===== config.mk =====
export PLATFORM = sky130hd
export DESIGN_NAME = wordle_ps2_kbd_flat
export DESIGN_NICKNAME = d
export VERILOG_FILES = /design/src/rtl/wordle_pkg.sv /design/src/rtl/wordle_ps2_kbd_if.sv /design/src/rtl/wordle_ps2_frame.sv /design/src/rtl/wordle_ps2_kbd.sv /design/src/flat_wrapper.sv
export SDC_FILE = /design/constraint.sdc
export NUM_CORES = 1
export LEC_CHECK = 0
export ABC_CLOCK_PERIOD_IN_PS = 2400
export BUFFER_PORTS_ARGS = -buffer_cell sky130_fd_sc_hd__buf_4
export CAP_MARGIN = 0
export CORE_ASPECT_RATIO = 0.8
export CORE_MARGIN = 4
export CORE_UTILIZATION = 35
export CTS_CLUSTER_SIZE = 8
export DETAILED_ROUTE_END_ITERATION = 10
export SYNTH_ARGS = -nofsm -noshare
export SYNTH_HDL_FRONTEND = slang
export SYNTH_SLANG_ARGS = --single-unit

===== constraint.sdc =====
create_clock -name Clk -period 2.4 [get_ports Clk]
set_input_delay 0.12 -clock Clk [delete_from_list [all_inputs] [get_ports Clk]]
set_output_delay 0.12 -clock Clk [all_outputs]
set_load 0.005 [all_outputs]

===== src/rtl/wordle_pkg.sv =====
// Scan-code constants, state encodings and the set-2 letter map for the PS/2 keyboard path.
// Pure declarations; no latency, no backpressure.
package wordle_pkg;

    localparam int LETTER_W = 5;

    localparam logic [7:0] SC_BREAK = 8'hF0;
    localparam logic [7:0] SC_EXT   = 8'hE0;
    localparam logic [7:0] SC_ENTER = 8'h5A;
    localparam logic [7:0] SC_BKSP  = 8'h66;

    typedef enum logic [1:0] {
        FS_IDLE,
        FS_DATA,
        FS_PARITY,
        FS_STOP
    } frame_state_t;

    typedef enum logic [1:0] {
        DS_NORM,
        DS_BRK,
        DS_EXT,
        DS_EXT_BRK
    } dec_state_t;

    typedef struct packed {
        logic                hit;
        logic [LETTER_W-1:0] idx;
    } letter_hit_t;

    function automatic letter_hit_t scan_to_letter(input logic [7:0] code);
        letter_hit_t r;
        r.hit = 1'b1;
        r.idx = '0;
        case (code)
            8'h1C: r.idx = 5'd0;
            8'h32: r.idx = 5'd1;
            8'h21: r.idx = 5'd2;
            8'h23: r.idx = 5'd3;
            8'h24: r.idx = 5'd4;
            8'h2B: r.idx = 5'd5;
            8'h34: r.idx = 5'd6;
            8'h33: r.idx = 5'd7;
            8'h43: r.idx = 5'd8;
            8'h3B: r.idx = 5'd9;
            8'h42: r.idx = 5'd10;
            8'h4B: r.idx = 5'd11;
            8'h3A: r.idx = 5'd12;
            8'h31: r.idx = 5'd13;
            8'h44: r.idx = 5'd14;
            8'h4D: r.idx = 5'd15;
            8'h15: r.idx = 5'd16;
            8'h2D: r.idx = 5'd17;
            8'h1B: r.idx = 5'd18;
            8'h2C: r.idx = 5'd19;
            8'h3C: r.idx = 5'd20;
            8'h2A: r.idx = 5'd21;
            8'h1D: r.idx = 5'd22;
            8'h22: r.idx = 5'd23;
            8'h35: r.idx = 5'd24;
            8'h1A: r.idx = 5'd25;
            default: r.hit = 1'b0;
        endcase
        return r;
    endfunction

endpackage


===== src/rtl/wordle_ps2_kbd_if.sv =====
// Byte and key-event outputs of the PS/2 keyboard front end.
// All strobes are single-cycle pulses; the consumer cannot stall them.
interface wordle_ps2_kbd_if;
    import wordle_pkg::*;

    logic                byte_valid;
    logic [7:0]          scan_byte;
    logic                key_valid;
    logic [LETTER_W-1:0] key_letter;
    logic                key_enter;
    logic                key_bksp;
    logic                frame_err;

    modport master (
        output byte_valid, scan_byte, key_valid, key_letter, key_enter, key_bksp, frame_err
    );

    modport slave (
        input byte_valid, scan_byte, key_valid, key_letter, key_enter, key_bksp, frame_err
    );

endinterface


===== src/rtl/wordle_ps2_frame.sv =====
// PS/2 device-to-host receiver: pin sync, glitch filter, 11-bit frame check, timeout.
// byte_valid/frame_err 1 cycle after the accepting clock fall; no backpressure (pulses).
module wordle_ps2_frame
    import wordle_pkg::*;
#(
    parameter int FILTER_LEN  = 8,
    parameter int TIMEOUT_CYC = 100000
) (
    input  logic       Clk,
    input  logic       reset,
    input  logic       ps2_clk,
    input  logic       ps2_data,
    output logic       byte_valid,
    output logic [7:0] scan_byte,
    output logic       frame_err
);

    localparam int FW = $clog2(FILTER_LEN + 1);
    localparam int TW = $clog2(TIMEOUT_CYC + 1);

    // index 0 = ps2_clk, index 1 = ps2_data
    logic [1:0]    sync1_q, sync2_q, filt_q, filt_d;
    logic [FW-1:0] fcnt_q [2];
    logic [FW-1:0] fcnt_d [2];

    frame_state_t  state_q, state_d;
    logic [2:0]    bit_cnt_q, bit_cnt_d;
    logic [7:0]    shift_q, shift_d;
    logic          par_q, par_d;
    logic [TW-1:0] tmo_q, tmo_d;
    logic          byte_valid_q, byte_valid_d;
    logic [7:0]    scan_byte_q, scan_byte_d;
    logic          frame_err_q, frame_err_d;

    logic          fall;
    logic          dat;

    // A level is adopted only after FILTER_LEN consecutive samples disagree with the current one.
    always_comb begin
        filt_d = filt_q;
        for (int i = 0; i < 2; i++) begin
            fcnt_d[i] = '0;
            if (sync2_q[i] != filt_q[i]) begin
                if (fcnt_q[i] == FW'(FILTER_LEN - 1)) begin
                    filt_d[i] = sync2_q[i];
                end else begin
                    fcnt_d[i] = fcnt_q[i] + FW'(1);
                end
            end
        end
    end

    assign fall = filt_q[0] & ~filt_d[0];
    assign dat  = filt_q[1];

    always_comb begin
        state_d      = state_q;
        bit_cnt_d    = bit_cnt_q;
        shift_d      = shift_q;
        par_d        = par_q;
        byte_valid_d = 1'b0;
        scan_byte_d  = scan_byte_q;
        frame_err_d  = 1'b0;
        tmo_d        = (fall || state_q == FS_IDLE) ? '0 : tmo_q + TW'(1);

        if (fall) begin
            case (state_q)
                FS_IDLE: begin
                    if (!dat) begin
                        state_d   = FS_DATA;
                        bit_cnt_d = '0;
                    end else begin
                        frame_err_d = 1'b1;
                    end
                end
                FS_DATA: begin
                    shift_d   = {dat, shift_q[7:1]};
                    bit_cnt_d = bit_cnt_q + 3'd1;
                    if (bit_cnt_q == 3'd7) begin
                        state_d = FS_PARITY;
                    end
                end
                FS_PARITY: begin
                    par_d   = dat;
                    state_d = FS_STOP;
                end
                FS_STOP: begin
                    if (dat && (^{shift_q, par_q})) begin
                        byte_valid_d = 1'b1;
                        scan_byte_d  = shift_q;
                    end else begin
                        frame_err_d = 1'b1;
                    end
                    state_d = FS_IDLE;
                end
                default: state_d = FS_IDLE;
            endcase
        end else if (state_q != FS_IDLE && tmo_q == TW'(TIMEOUT_CYC - 1)) begin
            frame_err_d = 1'b1;
            state_d     = FS_IDLE;
            shift_d     = '0;
            tmo_d       = '0;
        end
    end

    always_ff @(posedge Clk) begin
        if (reset) begin
            sync1_q      <= '1;
            sync2_q      <= '1;
            filt_q       <= '1;
            for (int i = 0; i < 2; i++) begin
                fcnt_q[i] <= '0;
            end
            state_q      <= FS_IDLE;
            bit_cnt_q    <= '0;
            shift_q      <= '0;
            par_q        <= 1'b0;
            tmo_q        <= '0;
            byte_valid_q <= 1'b0;
            scan_byte_q  <= '0;
            frame_err_q  <= 1'b0;
        end else begin
            sync1_q      <= {ps2_data, ps2_clk};
            sync2_q      <= sync1_q;
            filt_q       <= filt_d;
            for (int i = 0; i < 2; i++) begin
                fcnt_q[i] <= fcnt_d[i];
            end
            state_q      <= state_d;
            bit_cnt_q    <= bit_cnt_d;
            shift_q      <= shift_d;
            par_q        <= par_d;
            tmo_q        <= tmo_d;
            byte_valid_q <= byte_valid_d;
            scan_byte_q  <= scan_byte_d;
            frame_err_q  <= frame_err_d;
        end
    end

    assign byte_valid = byte_valid_q;
    assign scan_byte  = scan_byte_q;
    assign frame_err  = frame_err_q;

endmodule


===== src/rtl/wordle_ps2_kbd.sv =====
// PS/2 keyboard to Wordle key events (A-Z, Enter, Backspace) with break/extend/typematic handling.
// key_valid 1 cycle after byte_valid (2 after the accepting fall); no backpressure (pulses).
module wordle_ps2_kbd
    import wordle_pkg::*;
#(
    parameter int FILTER_LEN  = 8,
    parameter int TIMEOUT_CYC = 100000
) (
    input  logic              Clk,
    input  logic              reset,
    input  logic              ps2_clk,
    input  logic              ps2_data,
    wordle_ps2_kbd_if.master  kbd
);

    logic       byte_valid_w;
    logic [7:0] scan_byte_w;
    logic       frame_err_w;

    wordle_ps2_frame #(
        .FILTER_LEN  (FILTER_LEN),
        .TIMEOUT_CYC (TIMEOUT_CYC)
    ) u_frame (
        .Clk        (Clk),
        .reset      (reset),
        .ps2_clk    (ps2_clk),
        .ps2_data   (ps2_data),
        .byte_valid (byte_valid_w),
        .scan_byte  (scan_byte_w),
        .frame_err  (frame_err_w)
    );

    dec_state_t          dec_q, dec_d;
    logic [7:0]          held_q, held_d;
    logic                key_valid_q, key_valid_d;
    logic [LETTER_W-1:0] key_letter_q, key_letter_d;
    logic                key_enter_q, key_enter_d;
    logic                key_bksp_q, key_bksp_d;
    logic                mk;
    logic [7:0]          mk_code;
    letter_hit_t         lh;

    always_comb begin
        dec_d        = dec_q;
        held_d       = held_q;
        key_valid_d  = 1'b0;
        key_letter_d = '0;
        key_enter_d  = 1'b0;
        key_bksp_d   = 1'b0;
        mk           = 1'b0;
        mk_code      = scan_byte_w;

        if (byte_valid_w) begin
            case (dec_q)
                DS_NORM: begin
                    if (scan_byte_w == SC_BREAK) begin
                        dec_d = DS_BRK;
                    end else if (scan_byte_w == SC_EXT) begin
                        dec_d = DS_EXT;
                    end else begin
                        mk = 1'b1;
                    end
                end
                DS_EXT: begin
                    if (scan_byte_w == SC_BREAK) begin
                        dec_d = DS_EXT_BRK;
                    end else begin
                        mk    = (scan_byte_w == SC_ENTER);
                        dec_d = DS_NORM;
                    end
                end
                // Extended release of 5A shares the plain Enter code, so both break states act alike.
                DS_BRK, DS_EXT_BRK: begin
                    if (scan_byte_w == held_q) begin
                        held_d = '0;
                    end
                    dec_d = DS_NORM;
                end
                default: dec_d = DS_NORM;
            endcase
        end

        lh = scan_to_letter(mk_code);

        if (mk && mk_code != held_q) begin
            held_d = mk_code;
            if (lh.hit) begin
                key_valid_d  = 1'b1;
                key_letter_d = lh.idx;
            end else if (mk_code == SC_ENTER) begin
                key_valid_d = 1'b1;
                key_enter_d = 1'b1;
            end else if (mk_code == SC_BKSP) begin
                key_valid_d = 1'b1;
                key_bksp_d  = 1'b1;
            end
        end
    end

    always_ff @(posedge Clk) begin
        if (reset) begin
            dec_q        <= DS_NORM;
            held_q       <= '0;
            key_valid_q  <= 1'b0;
            key_letter_q <= '0;
            key_enter_q  <= 1'b0;
            key_bksp_q   <= 1'b0;
        end else begin
            dec_q        <= dec_d;
            held_q       <= held_d;
            key_valid_q  <= key_valid_d;
            key_letter_q <= key_letter_d;
            key_enter_q  <= key_enter_d;
            key_bksp_q   <= key_bksp_d;
        end
    end

    assign kbd.byte_valid = byte_valid_w;
    assign kbd.scan_byte  = scan_byte_w;
    assign kbd.frame_err  = frame_err_w;
    assign kbd.key_valid  = key_valid_q;
    assign kbd.key_letter = key_letter_q;
    assign kbd.key_enter  = key_enter_q;
    assign kbd.key_bksp   = key_bksp_q;

endmodule


===== src/flat_wrapper.sv =====
// flat-port wrapper written by rule: the top's interface ports become plain ports
module wordle_ps2_kbd_flat import wordle_pkg::*;
#(
    parameter int FILTER_LEN  = 8,
    parameter int TIMEOUT_CYC = 100000
)
  (Clk, reset, ps2_clk, ps2_data, kbd_byte_valid, kbd_scan_byte, kbd_key_valid, kbd_key_letter, kbd_key_enter, kbd_key_bksp, kbd_frame_err);
  wordle_ps2_kbd_if kbd_i ();
  input  logic Clk;
  input  logic reset;
  input  logic ps2_clk;
  input  logic ps2_data;
  output wire logic [$bits(kbd_i.byte_valid)-1:0] kbd_byte_valid;
  output wire logic [$bits(kbd_i.scan_byte)-1:0] kbd_scan_byte;
  output wire logic [$bits(kbd_i.key_valid)-1:0] kbd_key_valid;
  output wire logic [$bits(kbd_i.key_letter)-1:0] kbd_key_letter;
  output wire logic [$bits(kbd_i.key_enter)-1:0] kbd_key_enter;
  output wire logic [$bits(kbd_i.key_bksp)-1:0] kbd_key_bksp;
  output wire logic [$bits(kbd_i.frame_err)-1:0] kbd_frame_err;
  assign kbd_byte_valid = kbd_i.byte_valid;
  assign kbd_scan_byte = kbd_i.scan_byte;
  assign kbd_key_valid = kbd_i.key_valid;
  assign kbd_key_letter = kbd_i.key_letter;
  assign kbd_key_enter = kbd_i.key_enter;
  assign kbd_key_bksp = kbd_i.key_bksp;
  assign kbd_frame_err = kbd_i.frame_err;
  wordle_ps2_kbd #(.FILTER_LEN(FILTER_LEN), .TIMEOUT_CYC(TIMEOUT_CYC)) u_core (.Clk(Clk), .reset(reset), .ps2_clk(ps2_clk), .ps2_data(ps2_data), .kbd(kbd_i));
endmodule

==> summary.md, run 1 <==
| Metric | Value |
|---|---|
| Clock power share | 54.3% |
| Sequential share of the synthesized area | 39.3% |
| Ys async rst share | 0% |
| Port Buf Inserts | 21 |
| Post-route DRC | 0 |
| Crit path depth | 6 |
| Synth unique cells | 61 |
| CP Max Fanout | 13 |
| Max-slew headroom | 63.0% |
| CTS buffer count | 9 |
| Pre-CTS WS | 0.286 ns |
| # rows | 33 |
| Worst Hold Depth | 2 |
| First-pass GRT wire length | 14,400 um |
| PwrDens | 623 nW/um2 |
| First DRT Iteration DRCs | 266 |
| Worst-margin pin slew | 0.549 ns |
| Gate Count Post-Synth | 441 |
| Crit path largest cell delay | 0.65 ns |
| Final Non-Filler Cells | 605 |
| Clock Tree Root | clkbuf_16 |
| Mapped Nets | 454 |
| Final ANT Viol Nets | 0 |
| P&R area growth vs syn | 17.5% |
| Ys flop type | dfxtp_1 |
| Sequential Power Share | 44.8% |
| Comb power frac | 0.9% |
| Count of pins over their slew limit | 0 |
| Final setup margin | 0.217 ns |
| Final Cell Area | 4370 um2 |
| Outcome | complete, no violations |
| CTS max path bufs | 2 |
| Post_cts resized | 0 |
| Internal cell power | 2.21 mW |
| Most frequent cell on the critical path | nand3_1 |
| Via density | 5.20 |
| Placed inst area | 4020 um2 |
| Largest net degree at the start of global routing | 37 |
| Initial antenna violation count | 0 |
| Avg Inst Size Synth | 8.42 um2 |
| Worst Setup Start Kind | register |
| Delay-heaviest family, CP | simple AND/OR/NAND/NOR gates |
| Setup TNS | 0 ns |
| Core Box Area | 10,300 um2 |
| CTS tree | yes |
| Antenna Cells | 0 |
| Peak VDD IR | 0.313 mV |
| Min Hold Slack | 0.174 ns |
| Clock Latency Late Sink | 0.34 ns |
| Required time worst endpoint | 2.63 ns |
| Crit. End Element | register |
| Power Total | 2.72 mW |
| Yosys reg bits | 73 |
| Routed via count | 3,149 |
| Die area | 12,300 um2 |
| Yosys Warn Count | 0 |
| Drt first pass iters | 5 |
| Min cycle time layout | 2.18 ns |
| Max Clock Freq | 0.458 GHz |
| Psw | 506 uW |
| Max cap viols | 0 |
| Grt total ovfl | 0 |
| Net Sw Frac | 18.6% |
| GR Util All Layers | 14.7% |
| Post-synth EDFFs | 0 |
| RSZ-0062 raised after global routing | false |
| CP max-delay cell | dfxtp_1 |
| HPWL after DPL | 6020 um |
| Clock sink count | 73 |
| Ports | 22 |
| Gpl congestion | 0.871 |
| Routed WL | 8460 um |
| H-tree depth | 3 |
| CP Data Arrival Time | 2.42 ns |
| Fill cell count | 1,019 |
| Cells after DPL | 588 |
| NumNets Final | 474 |
| Die Y | 100 um |
| Worst Path Buf+Inv | 1 |
| DR WL/cell | 14.0 um |
| Worst hold-check path type | in2reg |
| Critical path class | reg2reg |
| Worst-path cell chain | nor4bb_1, nand3_1, o21ai_1, nand3_1, buf_4, o32ai_1 |
| Number of global-route vias before repair | 2,961 |
| Fraction of layout cells with a size suffix above 1 | 13.1% |
| Post-Syn Area | 3710 um2 |
| Die Wd | 123 um |
| Ratio of final minimum period to clock period | 91.0% |
| Final core utilization | 42.3% |
| Leak Pwr | 1.58 nW |
| Clock Skew | 0.00640 ns |
| Final hold vios | 0 |
| Starting Density | 36.0% |
| Final setup violation count | 0 |
| Clk slew on worst S/H paths | 0.06 ns |
| R2R depth | 6 |
==> power by group through the flow <==
stage	Clock, mW	Sequential (mW)	Combinational [mW]
after floorplan	0	1.24	0.0163
after global placement	0	1.24	0.0236
after detailed placement	0	1.24	0.0239
after CTS	1.51	1.22	0.0264
after global routing	1.56	1.22	0.0298
final	1.48	1.22	0.0255
==> Yosys cell counts (11+ instances only) <==
master     n  area [um2]
nand2_1   36         135
xor2_1    17         149
dfxtp_1   73        1460
clkbuf_1  11        41.3
xnor2_1   16         140
inv_1     19        71.3
nand3_1   23         115
a21oi_1   15        75.1
o21ai_0   19        95.1
nor2_1    58         218
nor3_1    14        70.1
buf_2     13        65.1
==> kinds of logic after synthesis <==
logic type	count (synthesis)	share of synthesized area, %
xor+xnor	35	9.03
simple gates	189	26.1
fa+ha+maj	9	3.03
compound gates	85	15.6
buf+inv	46	5.39
flops	73	39.3
mux	4	1.55
==> cells in the final DEF, fill, tap and decap left out, types with 4 or more instances in the layout <==
cell type	count
nor2_1	58
a2bb2oi_1	9
and3_1	4
o21ai_0	19
clkbuf_16	9
xnor2_1	16
dfxtp_1	73
a31oi_1	6
nor4_1	6
buf_4	34
inv_1	19
nand2_1	36
a21oi_1	15
nor2b_1	6
nand2b_1	8
xor2_1	17
a22oi_1	5
nand3_1	23
nand4_1	5
or2_2	5
ha_1	9
nor3_1	14
o32ai_1	8
o22ai_1	4
==> registers in the layout, indices dropped and copies added, names as in the netlist, 3 cells and up <==
name,count
u_core.kbd.key_letter,5
u_core.u_frame.shift_q,8
u_core.u_frame.bit_cnt_q,3
u_core.u_frame.tmo_q,17
u_core.held_q,8
u_core.u_frame.scan_byte,8
u_core.u_frame.fcnt_q,8
==> cell type report <==
| class | count | area [um2] | share of cell area (%) |
|---|---|---|---|
| multi-input cells | 322 | 2050 | 47.0 |
| flip-flops and latches | 73 | 1460 | 33.5 |
| repair buffers | 36 | 275 | 6.30 |
| clock buffers | 13 | 270 | 6.19 |
| well taps | 140 | 175 | 4.01 |
| inverters | 19 | 71.3 | 1.63 |
| clock inverters | 2 | 60.1 | 1.38 |
==> what timing repair did <==
action / CTS / global route
endpoints found under the hold margin: 2 / 0
endpoints found under the setup margin: 0 / 0
hold buffers: 2 / 0
buffers inserted: 0 / 0
==> layer usage <==
| metal | up-vias | track usage (%) | routed length, um |
|---|---|---|---|
| li1 | 1590 | - | - |
| met1 | 1450 | 20.8 | 4150 |
| met2 | 98 | 21.0 | 3580 |
| met3 | 11 | 5.24 | 608 |
| met5 | - | 0 | 0 |
| met4 | 0 | 4.51 | 119 |
==> worst paths after layout <==
check                               from                           to  slack, ns
max reg2reg  u_core.u_frame.scan_byte[4]             u_core.held_q[7]       0.22
min                                reset  u_core.u_frame.bit_cnt_q[1]       0.17
min reg2reg    u_core.u_frame.sync1_q[0]    u_core.u_frame.sync2_q[0]       0.41
max          u_core.u_frame.scan_byte[4]             u_core.held_q[7]       0.22
Note: power is estimated with default switching activity, not from simulation.
==> inputs of run 2 (changes only) <==
--- a/config.mk
+++ b/config.mk
@@ -5,6 +5,7 @@
 export SDC_FILE = /design/constraint.sdc
 export NUM_CORES = 1
 export LEC_CHECK = 0
+export ABC_AREA = 1
 export ABC_CLOCK_PERIOD_IN_PS = 2400
 export BUFFER_PORTS_ARGS = -buffer_cell sky130_fd_sc_hd__buf_4
 export CAP_MARGIN = 0
==> run 2 against run 1 <==
Against the previous run:
- clock power shrank 18%
- die area barely moved
- global-route usage down 1.2 points
- utilization shrank 0.55 points
- critical path depth rose by 4
- count of clock-buffer cells in the layout is 2 lower
- first-iteration DRC count fell by 44%
- setup slack better by 0.18 ns
- area after synthesis about the same
- final cell count grew 14%
- maximum frequency rose by 9.0%
- worst hold slack worse by 0.033 ns
==> summary.md, run 2 <==
| Metric | Value |
|---|---|
| Ranking of synthesized cells by area | dfxtp_1, nand2_1, nor2_1 |
| Top reg by flops | u_core.u_frame.tmo_q |
| Core Box Area | 10,300 um2 (unchanged) |
| XOR/XNOR share of the synthesized area | 4.25% (-4.8 points) |
| Main combinational cell family by area after synthesis | simple AND/OR/NAND/NOR gates |
| CTS max path bufs | 2 (unchanged) |
| DR WL/cell | 11.3 um (-19%) |
| Drt first pass iters | 4 (-1) |
| Min cycle time layout | 2.00 ns (-0.180 ns) |
| Setup TNS | 0 ns (unchanged) |
| Clock Tree Root | clkbuf_16 |
| PwrDens | 571 nW/um2 (-8.4%) |
| Delay-heaviest family, CP | simple AND/OR/NAND/NOR gates |
| Starting Density | 36.0% (about the same) |
| Routed WL | 7770 um (-8.2%) |
| Via density | 4.74 (-9.0%) |
| Post-synth top area cell | dfxtp_1 |
| Worst Setup Start Kind | register |
| Gpl congestion | 0.922 (+5.8%) |
| Compound-Gate Fraction of Synth Area | 11.1% (-4.5 points) |
| Final Cell Area | 4310 um2 (-1.3%) |
| Sequential share of the synthesized area | 39.4% (about the same) |
| Final setup violation count | 0 (unchanged) |
| Crit. End Element | register |
| Final ANT Viol Nets | 0 (unchanged) |
| Yosys reg bits | 73 (unchanged) |
| Number of global-route vias before repair | 3,001 (+1.4%) |
| First DRT Iteration DRCs | 149 (-44%) |
| Clock power share | 49.4% (-4.9 points) |
| Mapped Nets | 527 (+16%) |
| Max cap viols | 0 (unchanged) |
| CP Data Arrival Time | 2.24 ns (-0.18 ns) |
| Net Sw Frac | 20.7% (+2.1 points) |
| Placed inst area | 4020 um2 (unchanged) |
| Ys flop type | dfxtp_1 |
| H-tree depth | 3 (unchanged) |
| NumNets Final | 555 (+17%) |
| Post-Syn Area | 3710 um2 (about the same) |
| Routed via count | 3,253 (+3.3%) |
| Post-synth EDFFs | 0 (unchanged) |
| Ratio of final minimum period to clock period | 83.5% (-7.5 points) |
| Synth unique cells | 39 (-36%) |
| Clock Latency Late Sink | 0.33 ns (about the same) |
| Psw | 510 uW (+0.83%) |
| Die area | 12,300 um2 (about the same) |
| Simple-Gate Fraction of Synth Area | 33.8% (+7.7 points) |
| Initial antenna violation count | 0 (unchanged) |
| Setup bufs post-CTS | 0 (unchanged) |
| Peak VDD IR | 0.327 mV (+4.2%) |
| Ports | 22 (unchanged) |
| P&R area growth vs syn | 16.1% |
| Worst-margin pin slew | 0.440 ns (-0.109 ns) |
| Max Clock Freq | 0.499 GHz (+9.0%) |
| CP max-delay cell | nor2_1 |
| Commonest non-fill, non-tap cell in the layout | nand2_1 |
| # rows | 33 (unchanged) |
| Max-slew headroom | 70.6% (+7.6 points) |
| GR Util All Layers | 13.5% (-1.2 points) |
| Die Wd | 123 um (about the same) |
| Clk slew on worst S/H paths | 0.06 ns (about the same) |
| CP Max Fanout | 12 (-1) |
| Count of pins over their slew limit | 0 (unchanged) |
| Outcome | complete, no violations |
| Gate Count Post-Synth | 514 (+17%) |
| Multiplexer area fraction after synthesis | 0% (-1.5 points) |
| Clock sink count | 73 (unchanged) |
| Avg Inst Size Synth | 7.22 um2 (-14%) |
| Die Y | 100 um (about the same) |
| Port Buf Inserts | 21 (unchanged) |
| Final core utilization | 41.8% (-0.55 points) |
| Most frequent cells in the layout | nand2_1, dfxtp_1, nor2_1 |
| Ys async rst share | 0% (unchanged) |
| Yosys Warn Count | 0 (unchanged) |
| Clock Skew | 0.00873 ns (+0.00233 ns) |
| Comb power frac | 1.1% (+0.2 points) |
| Post-synth top cells | nand2_1, dfxtp_1, nor2_1 |
| Final hold vios | 0 (unchanged) |
| Internal cell power | 1.95 mW (-12%) |
| Crit path largest cell delay | 0.34 ns (-0.31 ns) |
| Grt total ovfl | 0 (unchanged) |
| Sequential Power Share | 49.5% (+4.7 points) |
| Top-area cell type share of the netlist area | 39.4% (about the same) |
| Post-route DRC | 0 (unchanged) |
| RSZ-0062 raised after global routing | false |
| First-pass GRT wire length | 13,500 um (-6.5%) |
| Max reg flops | 17 (unchanged) |
| Adder and majority gate portion of the synthesized area | 3.03% (about the same) |
| Fill cell count | 1,072 (+5.2%) |
| Top-count cell post-synth | nand2_1 |
| Fraction of layout cells with a size suffix above 1 | 16.1% (+3.0 points) |
| CTS tree | yes |
| Worst Path Buf+Inv | 2 (+1) |
| Worst-path cell chain | ha_1, nand2_1, nor2_1, inv_1, nor2_2, nand2_2, nand3_1, nor2_1, inv_1, a211oi_1 |
| Required time worst endpoint | 2.64 ns (about the same) |
| Antenna Cells | 0 (unchanged) |
| Min Hold Slack | 0.141 ns (-0.0329 ns) |
| Largest net degree at the start of global routing | 24 (-35%) |
| Worst hold-check path type | in2reg |
| CTS buffer count | 9 (unchanged) |
| Critical path class | reg2reg |
| HPWL after DPL | 5900 um (-2.0%) |
| Leak Pwr | 1.84 nW (+16%) |
run 2: layout make-up:
cell class	instances	area (um2)	area share, %
Clock buffer	11	243	5.63
Sequential cell	73	1460	33.9
Multi-Input combinational cell	361	1940	45.0
Timing Repair Buffer	24	185	4.30
Inverter	73	277	6.42
Clock inverter	5	31.3	0.726
Tap cell	140	175	4.06
run 2: path summary, 6_finish.rpt:
check                              startpoint                        end  slack, ns  cells after the start
setup reg to reg  u_core.u_frame.fcnt_q[0][0]   u_core.u_frame.tmo_q[11]       0.40                     10
hold reg to reg     u_core.u_frame.sync1_q[0]  u_core.u_frame.sync2_q[0]       0.41                      1
setup / recovery  u_core.u_frame.fcnt_q[0][0]   u_core.u_frame.tmo_q[11]       0.40                     10
hold / removal                          reset  u_core.u_frame.shift_q[3]       0.14                      2
run 2: kinds of logic (layout without fill, tap and decap cells):
kind of cell | count (synthesis) | in the layout
compound gates | 66 | 66
buf+inv | 80 | 113
xor+xnor | 18 | 18
simple gates | 268 | 268
fa+ha+maj | 9 | 9
flops | 73 | 73
run 2: metrics by stage:
step	worst slack [ns]	total power, mW	cells
4_1_cts	0.380	2.51	687
6_report	0.397	2.46	687
3_3_place_gp	0.465	1.27	669
2_1_floorplan	0.769	1.26	514
5_1_grt	0.149	2.56	687
3_5_place_dp	0.394	1.27	669
run 2: power by group through the flow:
| stage | clock network, mW | logic (mW) | registers (mW) |
|---|---|---|---|
| final | 1.22 | 0.0261 | 1.22 |
| after global routing | 1.31 | 0.0296 | 1.22 |
| after CTS | 1.26 | 0.0269 | 1.22 |
| after detailed placement | 0 | 0.0244 | 1.24 |
| after global placement | 0 | 0.0239 | 1.24 |
| after floorplan | 0 | 0.0143 | 1.24 |
run 2: what timing repair did:
action / in CTS / in global routing
hold endpoints to repair: 2 / 0
hold buffers: 2 / 0
gates resized for setup: 0 / 0
run 2: routing by layer:
layer	vias up	wire (um)	GRT usage, %
met5	-	0	0
met4	0	157	5.62
met3	17	359	3.94
met2	65	3230	19.6
met1	1458	4020	18.7
li1	1713	-	-
run 2: worst reg2reg max path, stage by stage, from the launching register on:
cell      delay [ns]
dfxtp_1         0.32
ha_1            0.21
nand2_1         0.08
nor2_1          0.06
inv_1           0.08
nor2_2          0.05
nand2_2         0.13
nand3_1         0.08
nor2_1          0.34
inv_1           0.29
a211oi_1        0.26
